## src/rtl/fifo_write_arbiter.sv

```systemverilog
// Round-robin arbiter sharing the FIFO write port among N_REQ valid/ready producers.
// Handshake: a word moves from requester i when req_valid[i] and req_ready[i] are both high in a cycle.
module fifo_write_arbiter #(
    parameter int N_REQ     = 4,
    parameter int DATA_W    = 16,
    parameter int MAX_BURST = 4
) (
    input  logic                      clock_1,
    input  logic                      reset,
    input  logic [N_REQ-1:0]          req_valid,
    input  logic [N_REQ*DATA_W-1:0]   req_data,
    output logic [N_REQ-1:0]          req_ready,
    input  logic                      buffer_full,
    output logic [DATA_W-1:0]         data_1,
    output logic                      data_1_en,
    output logic [$clog2(N_REQ)-1:0]  grant_id,
    output logic                      busy,
    output logic [15:0]               stall_count
);

    localparam int IW = $clog2(N_REQ);
    localparam int BW = (MAX_BURST > 1) ? $clog2(MAX_BURST) : 1;

    localparam logic [0:0] IDLE  = 1'b0;
    localparam logic [0:0] GRANT = 1'b1;

    logic [0:0]    state;
    logic [IW-1:0] owner;
    logic [IW-1:0] rr_ptr;
    logic [BW-1:0] burst_cnt;

    logic          owner_valid;
    logic          xfer;
    logic          last_word;
    logic          grant_exit;
    logic [IW-1:0] next_ptr;
    logic [IW-1:0] arb_ptr;
    logic [IW-1:0] arb_idx;
    logic          arb_found;
    logic [IW-1:0] cand_idx;
    int            cand;

    assign owner_valid = req_valid[owner];
    assign xfer        = (state == GRANT) && owner_valid && !buffer_full;
    assign last_word   = (burst_cnt == BW'(MAX_BURST - 1));
    assign grant_exit  = (state == GRANT) && ((xfer && last_word) || !owner_valid);
    assign next_ptr    = (owner == IW'(N_REQ - 1)) ? '0 : owner + 1'b1;

    // In GRANT the search already uses the rotated pointer, so an exit re-arbitrates in the same cycle.
    assign arb_ptr = (state == GRANT) ? next_ptr : rr_ptr;

    always_comb begin
        arb_found = 1'b0;
        arb_idx   = '0;
        cand      = 0;
        cand_idx  = '0;
        // Descending scan: the nearest requester to arb_ptr is written last and wins.
        for (int k = N_REQ - 1; k >= 0; k--) begin
            cand = int'(arb_ptr) + k;
            if (cand >= N_REQ) begin
                cand = cand - N_REQ;
            end
            cand_idx = IW'(cand);
            if (req_valid[cand_idx]) begin
                arb_found = 1'b1;
                arb_idx   = cand_idx;
            end
        end
    end

    always_comb begin
        req_ready = '0;
        data_1    = '0;
        data_1_en = xfer;
        if (xfer) begin
            req_ready[owner] = 1'b1;
            data_1           = req_data[int'(owner)*DATA_W +: DATA_W];
        end
    end

    always_ff @(posedge clock_1) begin
        if (reset) begin
            state       <= IDLE;
            owner       <= '0;
            rr_ptr      <= '0;
            burst_cnt   <= '0;
            stall_count <= '0;
        end else begin
            case (state)
                IDLE: begin
                    if (arb_found) begin
                        owner     <= arb_idx;
                        burst_cnt <= '0;
                        state     <= GRANT;
                    end
                end
                GRANT: begin
                    if (grant_exit) begin
                        rr_ptr <= next_ptr;
                        if (arb_found) begin
                            owner     <= arb_idx;
                            burst_cnt <= '0;
                        end else begin
                            state <= IDLE;
                        end
                    end else if (xfer) begin
                        burst_cnt <= burst_cnt + 1'b1;
                    end
                end
                default: state <= IDLE;
            endcase

            if ((state == GRANT) && owner_valid && buffer_full && (stall_count != 16'hFFFF)) begin
                stall_count <= stall_count + 16'd1;
            end
        end
    end

    assign grant_id = owner;
    assign busy     = (state == GRANT);

endmodule
```

## config.mk

```make
export PLATFORM = sky130hd
export DESIGN_NAME = fifo_write_arbiter
export DESIGN_NICKNAME = d
export VERILOG_FILES = /design/src/rtl/fifo_write_arbiter.sv
export SDC_FILE = /design/constraint.sdc
export NUM_CORES = 1
export LEC_CHECK = 0
export BUFFER_PORTS_ARGS = -buffer_cell sky130_fd_sc_hd__buf_2
export CAP_MARGIN = 30
export CORE_UTILIZATION = 48
export CTS_CLUSTER_DIAMETER = 150
export DETAILED_ROUTE_END_ITERATION = 6
export PLACE_DENSITY = 0.87
export SYNTH_ARGS = -nofsm -noshare
export SYNTH_HDL_FRONTEND = slang
export SYNTH_SLANG_ARGS = --single-unit
```

## constraint.sdc

```tcl
create_clock -name clock_1 -period 3.8 [get_ports clock_1]
set_clock_uncertainty 0.2 [all_clocks]
set_input_delay 0.19 -clock clock_1 [delete_from_list [all_inputs] [get_ports clock_1]]
set_output_delay 0.19 -clock clock_1 [all_outputs]
set_load 0.1 [all_outputs]
```

==> summary.md, run 1 <==
| Metric | Value |
|---|---|
| Post-CTS setup buffers | `0` |
| Clock transition at path regs | `80 ps` |
| Main flop type after synthesis | `dfxtp_1` |
| Worst hold-check path type | `input port to flop` |
| CP arrival | `between 2000 and 3000 ps` |
| Crit path capture type | `primary output` |
| Peak Freq | `313 MHz` |
| Nets | `386` |
| Status | `finished clean` |
| Routed vias/inst | `approximately 5.6` |
| Skew-Pair Late Insertion Delay | `approximately 260 ps` |
| Post-synth cell types | `54` |
| CTS sink cnt | `23` |
| Mapped cell area | `between 1500 and 2000 um2` |
| Initial core utilization | `between 50% and 60%` |
| GRT overflow | `0` |
| Seq cells post-synth | `23` |
| Most frequent cell after synthesis | `dfxtp_1` |
| Int Pwr | `around 0.00044 W` |
| Psw | `approximately 0.0003 W` |
| Largest fanout on the critical path | `26` |
| Htree depth | `1` |
| Max cap viols | `0` |
| Crit path time final | `approximately 3200 ps` |
| Final hold slack | `slightly above 90 ps` |
| Leakage | `1.15 nW` |
| Die X | `65.7 um` |
| Warnings from Yosys | `0` |
| Post-CTS Resized | `0` |
| First-pass GRT wire length | `between 8 and 9 mm` |
| Max Slew Vio Count | `0` |
| Dpl hpwl | `approximately 4.2 mm` |
| Core Area | `~3800 um2` |
| First drt pass iteration count | `4` |
| Proportion of layout cells with a drive suffix above 1 | `about half` |
| CTS Hold Bufs | `0` |
| Share of the yosys chip area belonging to registers | `23.6%` |
| Area grow syn2layout | `31.4%` |
| Routed Antenna Nets | `0` |
| Final worst slack | `a little over 600 ps` |
| Synth cell count leaders | `23 x dfxtp_1, 20 x and2_1, 18 x nor2_1` |
| Reg power frac | `35.6%` |
| Synth top area share | `about a quarter` |
| WL final | `5.08 mm` |
| Number of global-route vias before repair | `approximately 1,900` |
| Syn Inst Count | `202` |
| # diodes | `0` |
| Switch share | `between 40% and 50%` |
| Die area | `4320 um2` |
| # setup viols final | `0` |
| Multi-input logic area | `about 1400 um2` |
| Leading area contributor after synthesis | `dfxtp_1` |
| Pwr Density | `about 290 nW/um2` |
| Number of flops mapped to enable cells by yosys | `0` |
| CTS tree | `done` |
| Maximum VDD drop | `272 uV` |
| IO Count | `roughly 110` |
| Async SR Flop Fraction | `0%` |
| CTS root buffer | `clkbuf_8` |
| Final Wtd Congestion | `~0.79` |
| Fill count | `~330` |
| Tot GR Track Use | `about 25%` |
| Vias | `about 2,000` |
| Final Cycle Share | `between 80% and 90%` |
| Area contributors post-synth | `dfxtp_1 24%, mux4_2 18%, and2_1 6.4%` |
| Largest net degree at the start of global routing | `27` |
| DRC viols | `0` |
| Relative slew slack | `between 30% and 40%` |
| Total Power | `~0.00074 W` |
| CTS Buf Count | `3` |
| RSZ-0062 raised after global routing | `no` |
| Final hold vios | `0` |
| Num rows | `22` |
| CP startpoint kind | `flop` |
| Power share of the clock group | `between 20% and 30%` |
| Port bufs | `110` |
| Synth Net Count | `about 280` |
| Max clock buf depth | `2` |
| Chip height | `between 60 and 70 um` |
| CP Class | `flop to primary output` |
| Wire per inst | `14.3 um` |
| Worst slew pin tran | `about 950 ps` |
| Pre-CTS WS | `between 800 and 900 ps` |
| DR iter-0 viols | `65` |
| Gate power share | `around 44%` |
| Register Area | `~460 um2` |
| Synth Area per Inst | `approximately 9.7 um2` |
| Antenna violations before repair | `0` |
| Worst EP required | `about 3400 ps` |
| Setup TNS | `0 ps` |
registers in the layout (all words and copies together) (netlist names):
register     flops
burst_cnt        2
rr_ptr           2
busy             1
grant_id         2
stall_count     16
power by group through the flow:
stage	Sequential, W	Combinational (W)	Clock, W
CTS	0.000263	0.000329	0.000154
global placement	0.000268	0.000323	0
detailed placement	0.000269	0.000328	0
finish	0.000263	0.000327	0.000149
global route	0.000265	0.000349	0.000167
floorplan	0.000293	0.000234	0
critical path: stages (launching register included):
cell,delay [ps]
dfxtp_1,950
nand2_1,110
o22ai_1,290
and2b_1,540
and2_1,220
buf_2,430
cell usage in the layout (no fill, tap or decap), types with 5 or more instances in the layout:
cell type  instances
xnor2_1            8
ha_1               6
nor4_1             5
o21ai_0            5
inv_1              6
and2_1            20
dfxtp_1           23
nand2_1           11
mux4_2            16
a21oi_1           12
buf_2            110
nand3_1            6
mux2i_1            5
nor2_1            18
metrics by stage:
step / area [um2] / utilization (%) / std cells
after CTS: 2560 / 67.9 / 356
final: 2560 / 67.9 / 356
after detailed placement: 2510 / 66.7 / 352
after global routing: 2560 / 67.9 / 356
after global placement: 2510 / 66.7 / 352
after floorplan: 1950 / - / 202
layer usage:
layer | routed length, um | GRT usage [%] | vias to the layer above
met5 | 0 | 0 | -
met4 | 72 | 7.34 | 0
met3 | 409 | 5.21 | 8
met2 | 2650 | 46.3 | 79
met1 | 1940 | 26.9 | 956
li1 | - | - | 961
kinds of logic after synthesis:
group | Yosys count | share of synthesized area [%]
buffers and inverters | 15 | 3.85
xor gates and xnor gates | 10 | 4.49
DFF | 23 | 23.6
and+or+nand+nor | 93 | 30.0
muxes | 24 | 23.2
AOI/OAI and AO/OA | 31 | 11.0
adders and majority gates | 6 | 3.85
worst paths after layout:
check / from / end / slack [ps] / cells after the start
hold / removal: req_valid[0] / busy / 90 / 3
hold reg to reg: rr_ptr[1] / rr_ptr[1] / 300 / 2
setup reg to reg: grant_id[1] / grant_id[0] / 920 / 7
setup / recovery: grant_id[1] / req_ready[3] / 610 / 5
area by class of cell:
class	instances	area share, %
clock buffers	3	1.61
clock inverters	1	0.195
inverters	6	0.879
multi-input cells	164	55.2
flip-flops and latches	23	18.0
well taps	48	2.34
repair buffers	111	21.8
Power figures use the tool's default switching activity.
==> run 2: changes to the inputs <==
CORE_UTILIZATION = 40   (was 48)
PLACE_DENSITY = 0.78   (was 0.87)
clock period = 2.66 ns   (was 3.8 ns; I/O delays follow)
==> summary.md, run 2 (same netlist as run 1, synthesis figures left out) <==
| Metric | Value |
|---|---|
| Status | `finished clean` |
| DRC viols | `0` |
| Max clock buf depth | `2` |
| Post-CTS Resized | `0` |
| Die X | `71.8 um` |
| Die area | `just over 5000 um2` |
| Port bufs | `110` |
| WL final | `5.48 mm` |
| CP Class | `flop to primary output` |
| CTS sink cnt | `23` |
| IO Count | `around 110` |
| Skew-Pair Late Insertion Delay | `~270 ps` |
| Num rows | `25` |
| Flop-to-flop setup slack | `~530 ps` |
| Maximum VDD drop | `235 uV` |
| WHS Path Cells | `3` |
| Largest reg by FF count | `stall_count` |
| Nets | `between 300 and 400` |
| # diodes | `0` |
| Vias | `between 2,000 and 2,500` |
| Multi-input logic area | `1440 um2` |
| Leakage | `1.22 nW` |
| R2R depth | `6` |
| Tot GR Track Use | `between 20% and 30%` |
| Register Area | `469 um2` |
| Most common cell after layout, fill and taps aside | `buf_2` |
| Final Cycle Share | `89.1%` |
| Largest fanout on the critical path | `23` |
| Final hold vios | `0` |
| Antenna violations before repair | `0` |
| Clock transition at path regs | `about 80 ps` |
| Chip height | `approximately 72 um` |
| Setup TNS | `0 ps` |
| Crit path capture type | `primary output` |
| Htree depth | `1` |
| Relative slew slack | `between 50% and 60%` |
| Initial core utilization | `41.5%` |
| Max cap viols | `0` |
| Peak Freq | `approximately 420 MHz` |
| CP arrival | `a little over 2000 ps` |
| Area grow syn2layout | `49.9%` |
| Pre-CTS WS | `~520 ps` |
| Max reg flops | `16` |
| First drt pass iteration count | `6` |
| RSZ-0062 raised after global routing | `no` |
| CTS root buffer | `clkbuf_8` |
| First-pass GRT wire length | `approximately 8.8 mm` |
| CTS tree | `done` |
| Worst slew pin tran | `630 ps` |
| Dpl hpwl | `4.51 mm` |
| Total Power | `approximately 0.0011 W` |
| Final worst slack | `just under 300 ps` |
| CP startpoint kind | `flop` |
| Routed vias/inst | `between 5 and 6` |
| Proportion of layout cells with a drive suffix above 1 | `54.0%` |
| Final hold slack | `~25 ps` |
| Post-CTS setup buffers | `0` |
| CTS Buf Count | `3` |
| GRT overflow | `0` |
| Crit path time final | `about 2400 ps` |
| Wire per inst | `between 15 and 20 um` |
| Post-layout util | `62.3%` |
| Worst hold-check path type | `input port to flop` |
| # setup viols final | `0` |
| Commonest non-fill, non-tap cells in the layout | `89 x buf_2, 21 x buf_12, 18 x nor2_1, 18 x dfxtp_1, 16 x mux4_2` |
| Pwr Density | `roughly 390 nW/um2` |
| Worst EP required | `between 2000 and 2500 ps` |
| Largest net degree at the start of global routing | `25` |
| CTS Hold Bufs | `0` |
| Number of global-route vias before repair | `1,930` |
| Routed Antenna Nets | `0` |
| Max Slew Vio Count | `0` |
| Core Area | `approximately 4700 um2` |
| Fill count | `approximately 370` |
| Final Wtd Congestion | `between 0.7 and 0.8` |
| DR iter-0 viols | `41` |
run 2: cell types whose count changed in the layout (fill, tap and decap cells not counted), sizes merged:
cell / delta
buf: +1
run 2: path summary, 6_finish.rpt:
path                 from              to
max           grant_id[0]      data_1[14]
min          req_valid[0]            busy
max reg2reg   grant_id[0]  stall_count[8]
min reg2reg     rr_ptr[0]       rr_ptr[0]
run 2: report_power, final:
group / total [W] / internal (W) / switching (W)
combinational: 0.000546 / 0.000231 / 0.000315
sequential: 0.000370 / 0.000356 / 0.0000136
clock: 0.000217 / 0.000105 / 0.000112
run 2: cell type report:
type                       instances  share of cell area (%)
sequential                        23                    16.1
clock inverter                     1                   0.171
clock buffer                       3                    1.41
timing repair buffer             112                    30.1
tap                               54                    2.31
multi-input combinational        164                    49.1
inverter                           6                   0.771
run 2: layer usage:
layer / vias up / GRT usage [%] / part of all wire, %
li1: 967 / - / -
met1: 944 / 24.2 / 40
met2: 97 / 39.2 / 51
met3: 13 / 3.38 / 6.3
met4: 0 / 10.0 / 2.7
met5: - / 0 / 0
run 2: critical path, stage by stage, from the launching register on:
cell,delay [ps]
dfxtp_4,380
mux2i_1,140
o22ai_1,250
and2b_1,540
and2_2,290
buf_12,170
run 2: per-stage QoR:
step | std cells | cell area [um2]
after floorplan | 202 | 1980
after CTS | 363 | 2920
after global placement | 359 | 2880
after global routing | 363 | 2920
after detailed placement | 359 | 2880
final | 363 | 2920
==> run 3: changes to the inputs <==
ABC_AREA = 1   (was default)
BUFFER_PORTS_ARGS = default   (was -buffer_cell sky130_fd_sc_hd__buf_2)
CORE_UTILIZATION = 57   (was 40)
DONT_BUFFER_PORTS = 1   (was default)
PLACE_DENSITY = 0.76   (was 0.78)
==> summary.md, run 3 <==
| Metric | Value |
|---|---|
| Area share of and/or/nand/nor cells after synthesis | `41.0%` |
| Nets | `approximately 490` |
| Compound-Gate Fraction of Synth Area | `20.2%` |
| Antenna violations before repair | `0` |
| Warnings from Yosys | `0` |
| Worst hold-check path type | `input port to flop` |
| Switch share | `roughly three fifths` |
| Largest net degree at the start of global routing | `31` |
| CTS Hold Bufs | `5` |
| Psw | `around 0.0016 W` |
| Crit path capture type | `primary output` |
| Flop-to-flop setup slack | `around 300 ps` |
| Setup TNS | `0 ps` |
| Num rows | `21` |
| Multiplexer share of the synthesized area | `0%` |
| Die area | `4000 um2` |
| Leakage | `1.22 nW` |
| GRT overflow | `0` |
| Maximum VDD drop | `between 700 and 800 uV` |
| Dpl hpwl | `5.21 mm` |
| Final Cycle Share | `92.5%` |
| Chip height | `63.3 um` |
| Max clock buf depth | `2` |
| Die X | `63.3 um` |
| Vias | `2,625` |
| CTS sink cnt | `23` |
| Gate power share | `around three quarters` |
| Largest fanout on the critical path | `25` |
| Synth cell count leaders | `87 x nor2_1, 69 x nand2_1, 41 x o21ai_0` |
| Max Slew Vio Count | `0` |
| CP startpoint kind | `flop` |
| First-pass GRT wire length | `between 10 and 15 mm` |
| Power share of the clock group | `7.9%` |
| Worst slew pin tran | `around 620 ps` |
| Post-CTS Resized | `0` |
| Register Area | `464 um2` |
| Share of the yosys chip area belonging to registers | `a little over a fifth` |
| Htree depth | `1` |
| CTS tree | `done` |
| Reg power frac | `between 15 and 20%` |
| Skew-Pair Late Insertion Delay | `roughly 260 ps` |
| Crit path time final | `between 2000 and 2500 ps` |
| Final Wtd Congestion | `between 0.8 and 0.9` |
| Async SR Flop Fraction | `0%` |
| Most frequent cell after synthesis | `nor2_1` |
| Post-Synth Adder-Cell Area | `~3.5%` |
| Post-synth cell types | `31` |
| Routed Antenna Nets | `0` |
| Wire per inst | `between 15 and 20 um` |
| First drt pass iteration count | `4` |
| Post-CTS setup buffers | `0` |
| # setup viols final | `0` |
| Relative slew slack | `58.5%` |
| Number of flops mapped to enable cells by yosys | `0` |
| Commonest non-fill, non-tap cells in the layout | `83 x nor2_1, 68 x nand2_1, 41 x o21ai_0` |
| Final hold vios | `0` |
| Synth Area per Inst | `5.76 um2` |
| Largest family of logic cells by synthesized area | `simple AND/OR/NAND/NOR gates` |
| Synth top area share | `a little over a fifth` |
| CTS root buffer | `clkbuf_8` |
| Int Pwr | `between 0.001 and 0.0015 W` |
| Post-layout util | `85.6%` |
| R2R depth | `13` |
| Port bufs | `0` |
| Max cap viols | `0` |
| CTS Buf Count | `3` |
| Worst EP required | `2330 ps` |
| Core Area | `around 3500 um2` |
| # diodes | `0` |
| Leading area contributor after synthesis | `dfxtp_1` |
| Area contributors post-synth | `dfxtp_1 22%, nor2_1 15%, nand2_1 12%` |
| Fill count | `208` |
| Peak Freq | `roughly 410 MHz` |
| Post-Synth XOR/XNOR Area | `approximately 3.3%` |
| Number of global-route vias before repair | `between 2,000 and 2,500` |
| Most common cell after layout, fill and taps aside | `nor2_1` |
| Tot GR Track Use | `a little over a third` |
| Syn Inst Count | `about 370` |
| Pre-CTS WS | `between 300 and 400 ps` |
| WHS Path Cells | `4` |
| Synth Net Count | `around 450` |
| Area grow syn2layout | `38.9%` |
| Clock transition at path regs | `approximately 80 ps` |
| Routed vias/inst | `about 5.8` |
| CP Class | `flop to primary output` |
| Initial core utilization | `61.7%` |
| DRC viols | `0` |
| Final worst slack | `~200 ps` |
| Status | `finished clean` |
| Multi-input logic area | `around 1700 um2` |
| Main flop type after synthesis | `dfxtp_1` |
| RSZ-0062 raised after global routing | `no` |
| Max reg flops | `16` |
| Largest reg by FF count | `stall_count` |
| Proportion of layout cells with a drive suffix above 1 | `approximately 23%` |
| Seq cells post-synth | `23` |
| Pwr Density | `915 nW/um2` |
| IO Count | `roughly 110` |
| CP arrival | `between 2000 and 2500 ps` |
| WL final | `about 7 mm` |
| DR iter-0 viols | `around 220` |
| Mapped cell area | `approximately 2100 um2` |
==> run 3: changes by cell type after synthesis, moves of 6 or more <==
cell and delta:
and2_1 -20, nor2_1 +69, clkbuf_1 +9, nand2_1 +58, nand3_1 +16, inv_1 +27, o21ai_0 +36, a21oi_1 +18
mux4_2 -16, a21oi_2 +6
==> run 3: kinds of logic after synthesis <==
kind of cell / Yosys count
xor+xnor: 8
flops: 23
buf+inv: 51
fa+ha+maj: 6
simple gates: 202
compound gates: 81
==> run 3: routing by layer <==
layer / track usage [%] / wire length (um)
met4: 9.09 / 151
met3: 5.98 / 455
met5: 0 / 0
met2: 63.6 / 3510
met1: 41.1 / 2790
==> run 3: worst max-delay path, cell delays in order (launching register included) <==
cell and delay, ps:
dfxtp_2 520, buf_4 500, nor2_1 100, nor2_1 170, o21ai_0 180, a21oi_4 200
buf_12 190
==> run 3: power by group through the flow <==
stage               clock [W]  combinational (W)  sequential, W
floorplan                   0            0.00147       0.000574
global placement            0            0.00197       0.000454
detailed placement          0            0.00203       0.000456
CTS                  0.000216            0.00204       0.000448
global route         0.000228            0.00219       0.000460
finish               0.000215            0.00205       0.000451
==> run 3: stage by stage <==
step	cell area, um2	cells	total power [W]	hold slack (ps)
floorplan	2350	371	0.00204	-4.56
global placement	2870	445	0.00242	-3.19
detailed placement	2870	445	0.00248	-1.76
CTS	2970	454	0.00270	66.0
global route	2970	454	0.00288	104
finish	2970	454	0.00272	79.5
==> run 3: layout make-up <==
class | instances | area share [%]
inverter | 36 | 4.93
clock inverter | 1 | 0.168
multi-input combinational | 297 | 55.8
timing repair buffer | 48 | 20.1
sequential | 23 | 15.6
tap | 46 | 1.94
clock buffer | 3 | 1.39
==> run 3: final timing paths <==
check,endpoint,startpoint
setup reg to reg,grant_id[0],grant_id[0]
setup / recovery,data_1[11],grant_id[0]
hold / removal,burst_cnt[1],buffer_full
hold reg to reg,burst_cnt[0],burst_cnt[0]
